File: config.mk
export PLATFORM = sky130hd
export DESIGN_NAME = uart_tx_arbiter
export DESIGN_NICKNAME = d
export VERILOG_FILES = /design/src/rtl/uart_arb_pkg.sv /design/src/rtl/rr_pick.sv /design/src/rtl/uart_tx_arbiter.sv
export SDC_FILE = /design/constraint.sdc
export NUM_CORES = 1
export LEC_CHECK = 0
export ABC_AREA = 1
export BUFFER_PORTS_ARGS = -buffer_cell sky130_fd_sc_hd__buf_2
export CELL_PAD_IN_SITES_DETAIL_PLACEMENT = 1
export CELL_PAD_IN_SITES_GLOBAL_PLACEMENT = 1
export CORE_UTILIZATION = 37
export CTS_CLUSTER_DIAMETER = 150
export DETAILED_ROUTE_END_ITERATION = 16
export HOLD_SLACK_MARGIN = 0.06
export PLACE_DENSITY = 0.9
export REMOVE_ABC_BUFFERS = 1
export SYNTH_ARGS = -nofsm -noshare
export SYNTH_HDL_FRONTEND = slang
export SYNTH_SLANG_ARGS = --single-unit
File: constraint.sdc
create_clock -name clk -period 1.8 [get_ports clk]
set_input_delay 0.18 -clock clk [delete_from_list [all_inputs] [get_ports clk]]
set_output_delay 0.18 -clock clk [all_outputs]
set_load 0.05 [all_outputs]
File: src/rtl/uart_arb_pkg.sv
// Shared types and helpers for the UART transmit arbiter: FSM state encoding
// and a constant-foldable ceil(log2) used to size pointers and counters.
package uart_arb_pkg;

  typedef enum logic [1:0] {
    ARB_IDLE      = 2'd0,
    ARB_SEND      = 2'd1,
    ARB_WAIT_BUSY = 2'd2,
    ARB_WAIT_DONE = 2'd3
  } arb_state_e;

  // Minimum 1 so single-bit indices never collapse to zero width.
  function automatic int clog2(input int value);
    int r;
    r = 1;
    while ((1 << r) < value) r++;
    return r;
  endfunction

endpackage

File: src/rtl/rr_pick.sv
// Combinational one-hot round-robin selector: the first asserted request at
// or after ptr+1 (with wrap) wins; all-zero grant when nothing is requesting.
module rr_pick
  import uart_arb_pkg::*;
#(
  parameter int N_REQ = 2,
  parameter int PW    = clog2(N_REQ)
) (
  input  logic [N_REQ-1:0] req,
  input  logic [PW-1:0]    ptr,
  output logic [N_REQ-1:0] gnt
);

  always_comb begin
    logic          found;
    logic [PW-1:0] idx;
    // NOTE: every combinational output gets a default before any branch, so
    // no path leaves it unassigned and no latch is inferred.
    gnt   = '0;
    found = 1'b0;
    idx   = '0;
    for (int i = 1; i <= N_REQ; i++) begin
      idx = PW'((int'(ptr) + i) % N_REQ);
      if (!found && req[idx]) begin
        gnt[idx] = 1'b1;
        found    = 1'b1;
      end
    end
  end

endmodule

File: src/rtl/uart_tx_arbiter.sv
// Round-robin, packet-locked arbiter sharing one UART transmitter between
// N_REQ byte streams. Optional busy timeout: define UART_ARB_TIMEOUT_EN.
module uart_tx_arbiter
  import uart_arb_pkg::*;
#(
  parameter int N_REQ    = 2,
  parameter int DW       = 8,
  parameter int HOLD_MAX = 64,
  parameter int TO_CYC   = 32
) (
  input  logic              clk,
  input  logic              i_reset_n,
  input  logic [N_REQ-1:0]  i_req,
  input  logic [N_REQ*DW-1:0] i_data,
  input  logic [N_REQ-1:0]  i_last,
  output logic [N_REQ-1:0]  o_ack,
  output logic [N_REQ-1:0]  o_grant,
  output logic              o_tx_start,
  output logic [DW-1:0]     o_tx_data,
  input  logic              i_tx_busy,
  output logic              o_err
);

  localparam int PW = clog2(N_REQ);
  localparam int CW = clog2(HOLD_MAX + 1);

  arb_state_e       state_q, state_d;
  logic [PW-1:0]    ptr_q, ptr_d;
  logic [PW-1:0]    g_q, g_d;
  logic [N_REQ-1:0] grant_q, grant_d;
  logic [N_REQ-1:0] ack_q, ack_d;
  logic [CW-1:0]    cnt_q, cnt_d;
  logic             last_q, last_d;
  logic             start_q, start_d;
  logic [DW-1:0]    data_q, data_d;
  logic [N_REQ-1:0] pick;
  logic [PW-1:0]    pick_idx;
  logic             timeout;

  rr_pick #(.N_REQ(N_REQ), .PW(PW)) u_rr_pick (
    .req (i_req),
    .ptr (ptr_q),
    .gnt (pick)
  );

  always_comb begin
    pick_idx = '0;
    for (int i = 0; i < N_REQ; i++)
      if (pick[i]) pick_idx = pick_idx | PW'(i);
  end

`ifdef UART_ARB_TIMEOUT_EN
  localparam int TW = clog2(TO_CYC + 1);

  logic [TW-1:0] to_q;
  logic          err_q;

  // Counts consecutive WAIT_BUSY cycles with busy still low.
  assign timeout = (state_q == ARB_WAIT_BUSY) && !i_tx_busy && (to_q == TW'(TO_CYC - 1));

  always_ff @(posedge clk or negedge i_reset_n) begin
    if (!i_reset_n) begin
      to_q  <= '0;
      err_q <= 1'b0;
    end else begin
      err_q <= timeout;
      if (state_q == ARB_WAIT_BUSY && !i_tx_busy && !timeout) to_q <= to_q + 1'b1;
      else                                                    to_q <= '0;
    end
  end

  assign o_err = err_q;
`else
  logic [31:0] unused_to_cyc;
  assign unused_to_cyc = TO_CYC;
  assign timeout       = 1'b0;
  assign o_err         = 1'b0;
`endif

  always_comb begin
    state_d = state_q;
    ptr_d   = ptr_q;
    g_d     = g_q;
    grant_d = grant_q;
    ack_d   = '0;
    start_d = 1'b0;
    cnt_d   = cnt_q;
    last_d  = last_q;
    data_d  = data_q;

    case (state_q)
      ARB_IDLE: begin
        if (|i_req) begin
          grant_d = pick;
          g_d     = pick_idx;
          ack_d   = pick;
          start_d = 1'b1;
          data_d  = i_data[pick_idx*DW +: DW];
          cnt_d   = '0;
          state_d = ARB_SEND;
        end
      end
      ARB_SEND: begin
        cnt_d   = (cnt_q == CW'(HOLD_MAX)) ? cnt_q : cnt_q + 1'b1;
        last_d  = i_last[g_q];
        state_d = ARB_WAIT_BUSY;
      end
      ARB_WAIT_BUSY: begin
        if (timeout) begin
          ptr_d   = g_q;
          grant_d = '0;
          state_d = ARB_IDLE;
        end else if (i_tx_busy) begin
          state_d = ARB_WAIT_DONE;
        end
      end
      ARB_WAIT_DONE: begin
        if (!i_tx_busy) begin
          if (last_q || !i_req[g_q] || cnt_q == CW'(HOLD_MAX)) begin
            ptr_d   = g_q;
            grant_d = '0;
            state_d = ARB_IDLE;
          end else begin
            // Same owner keeps the grant: reload without re-arbitrating.
            ack_d   = grant_q;
            start_d = 1'b1;
            data_d  = i_data[g_q*DW +: DW];
            state_d = ARB_SEND;
          end
        end
      end
      default: state_d = ARB_IDLE;
    endcase
  end

  // NOTE: state registers use non-blocking assignments so every flop samples
  // the pre-edge value of the others, independent of evaluation order.
  always_ff @(posedge clk or negedge i_reset_n) begin
    if (!i_reset_n) begin
      state_q <= ARB_IDLE;
      ptr_q   <= PW'(N_REQ - 1);
      g_q     <= '0;
      grant_q <= '0;
      ack_q   <= '0;
      cnt_q   <= '0;
      last_q  <= 1'b0;
      start_q <= 1'b0;
      data_q  <= '0;
    end else begin
      state_q <= state_d;
      ptr_q   <= ptr_d;
      g_q     <= g_d;
      grant_q <= grant_d;
      ack_q   <= ack_d;
      cnt_q   <= cnt_d;
      last_q  <= last_d;
      start_q <= start_d;
      data_q  <= data_d;
    end
  end

  assign o_ack      = ack_q;
  assign o_grant    = grant_q;
  assign o_tx_start = start_q;
  assign o_tx_data  = data_q;

endmodule

==> flow_metrics.py <==
metrics = {
    "placed_design": {
        "place.gp.congestion": 0.880,
        "dpl.hpwl_um": 3120,
        "portBuffers": 35,
    },
    "worst_hold_path": {
        "hp-class": "input pin to flop",
    },
    "timing": {
        "clock_skew_ns": 0.00906,
        "min_period_ns": 1.71,
        "min_period_over_period_pct": 94.9,
        "rsz0062_at_grt": "yes",
        "setup_viol": 0,
        "fin_setup_tns_ns": 0,
        "worst_slew_pin_slew_ns": 0.573,
        "holdWs_ns": 0.230,
        "fmaxAchievable_mhz": 585,
        "finalHoldViolations": 0,
        "relSlewSlack_pct": 61.8,
        "slew_viol_final": 0,
    },
    "routing": {
        "detailroute.via_count": 1460,
        "ant_nets": 0,
        "wl_per_cell_um": 13.5,
        "drc": 0,
        "viasPerCell": 4.97,
        "drt_iter0_drc": 61,
        "drt-total-wl_um": 3960,
        "firstDrtPassIters": 4,
    },
    "cts": {
        "htreeDepth": 1,
        "post-cts-setup-buffers": 0,
        "root_buffer": "clkbuf_8",
        "clockBufferDepth": 2,
        "cts_buffers": 3,
        "numClockSinks": 25,
        "cts_tree": "done",
        "clock_latency_ns": 0.27,
        "clk_pin_slew_worst_paths_ns": 0.10,
    },
    "global_route": {
        "first_global_vias": 1390,
        "grt_pass1_wl_um": 6520,
        "grtUsageTotal_pct": 20.0,
        "grt_start_max_net_pins": 26,
        "antenna_found_initial": 0,
        "grt_overflow": 0,
    },
    "worst_setup_path": {
        "start_kind": "flop",
        "r2r_setup_slack_ns": 0.09,
        "crit_fanout": 8,
        "crit_required_ns": 1.95,
        "worstPathArrival_ns": 1.86,
        "cp-end-kind": "flop",
        "criticalPathCategory": "flop to flop",
    },
    "synth": {
        "synth_edf_count": 0,
        "ys_seq_area_share_pct": 41.5,
        "yosys_register_bits": 25,
        "yosysTopAreaCell": "dfrtp_1",
        "syn_area_per_cell_um2": 7.37,
        "async_flop_share_pct": 100,
        "synth_commonest_cells": "nand2_1, dfrtp_1, nand3_1",
        "synth_flop_cell": "dfrtp_1",
        "synth_most_common_cell": "nand2_1",
        "syn_inst": 205,
        "synth-warning-count": 0,
        "yosys.cell_types.count": 27,
        "post_synth_instance_area_mm2": 0.00151,
        "synth.area.top_cells": "dfrtp_1, nand2_1, nand3_1",
        "synth_top_area_share_pct": 39.8,
    },
    "power_and_ir_drop": {
        "power_density_mw_per_mm2": 1740,
        "power_leakage_nw": 0.994,
        "power_w": 0.00317,
        "max-vdd-ir-drop_v": 0.000856,
    },
    "final_layout": {
        "antenna_cells": 0,
        "multi_input_area_um2": 791,
        "seqCellArea_um2": 627,
        "drive_gt1_share_pct": 25.6,
        "nets": 276,
        "area_delta_synth_final_pct": 20.6,
        "final_util_pct": 48.0,
        "fillers": 499,
    },
    "die": {
        "coreArea_mm2": 0.00380,
        "num_rows": 22,
        "die_h_um": 65.9,
        "die_area_mm2": 0.00434,
        "initial_core_util_pct": 39.8,
        "io-pin-count": 37,
        "die_w_um": 65.9,
    },
    "status": {
        "status": "finished clean",
    },
    "job": {
        "cap_violations": 0,
    },
}
==> power breakdown <==
part	total (W)	switching (W)	internal [W]
combinational	0.00193	0.00135	0.000576
sequential	0.000903	0.000138	0.000765
clock	0.000344	0.000189	0.000155
total	0.00317	0.00168	0.00150
==> through the flow <==
stage,cell area [um2],worst slack [ns],cells
floorplan,1480,0.144,201
global route,1820,-0.0429,294
finish,1820,0.0917,294
global placement,1760,0.152,289
CTS,1810,0.0569,294
detailed placement,1760,0.0769,289
==> registers in the layout, indices dropped and copies added, names as in the netlist <==
register    flops
o_tx_start      1
o_ack           2
o_grant         2
g_q             1
cnt_q           7
last_q          1
ptr_q           1
o_tx_data       8
state_q         2
==> path summary, 6_finish.rpt <==
| path | from | endpoint | cells after the start |
|---|---|---|---|
| setup / recovery | state_q[1] | cnt_q[4] | 8 |
| hold / removal | i_last[1] | last_q | 3 |
| setup reg to reg | state_q[1] | cnt_q[4] | 8 |
| hold reg to reg | o_tx_data[2] | o_tx_data[2] | 2 |
| max in group asynchronous | i_reset_n | cnt_q[4] | 2 |
| min in group asynchronous | i_reset_n | o_tx_start | 2 |
==> layout make-up <==
class / count / share of cell area (%)
multi-input cells: 156 / 43.4
inverters: 20 / 4.12
clock inverters: 1 / 0.275
repair buffers: 41 / 12.2
clock buffers: 3 / 2.27
flip-flops and latches: 25 / 34.4
well taps: 48 / 3.30
==> cell usage in the layout, fill, tap and decap left out, types with 3 or more instances in the layout <==
cell      netlist  final
clkbuf_8        0      3
nor2_2          5      5
a21oi_1         4      4
nand2_1        79     79
nand3_1        21     21
o21ai_0        13     12
nand4_1         3      3
dfrtp_1        24     24
inv_1          19     19
ha_1            6      5
nor2_1         10     10
buf_2           1     35
buf_4           3      5
==> critical path, stage by stage (launching register included) <==
cell	delay [ns]
dfrtp_1	0.43
inv_1	0.12
ha_2	0.23
inv_1	0.12
nor3_2	0.22
nor2_1	0.09
o21a_2	0.17
inv_2	0.13
o21ai_0	0.09
==> cell families (layout without fill, tap and decap cells) <==
group | after synthesis | after routing | share of synthesized area, %
other cells | 1 | 1 | 0.248
buf+inv | 24 | 65 | 6.79
flops | 25 | 25 | 41.5
simple gates | 125 | 125 | 36.4
compound gates | 23 | 23 | 9.53
fa+ha+maj | 6 | 6 | 4.97
xor+xnor | 1 | 1 | 0.580
==> per-layer routing <==
metal	part of all wire [%]	wire (um)	track usage, %
met1	45	1780	26.0
met2	52	2070	34.9
met3	2.0	80	2.07
met4	0.68	27	4.89
met5	0	0	0
==> repair_timing <==
action | in CTS | in global routing
endpoints found under the setup margin | 0 | 16
hold buffers | 1 | 0
resized for setup | 0 | 3
endpoints found under the hold margin | 24 | 0
Power figures use the tool's default switching activity.
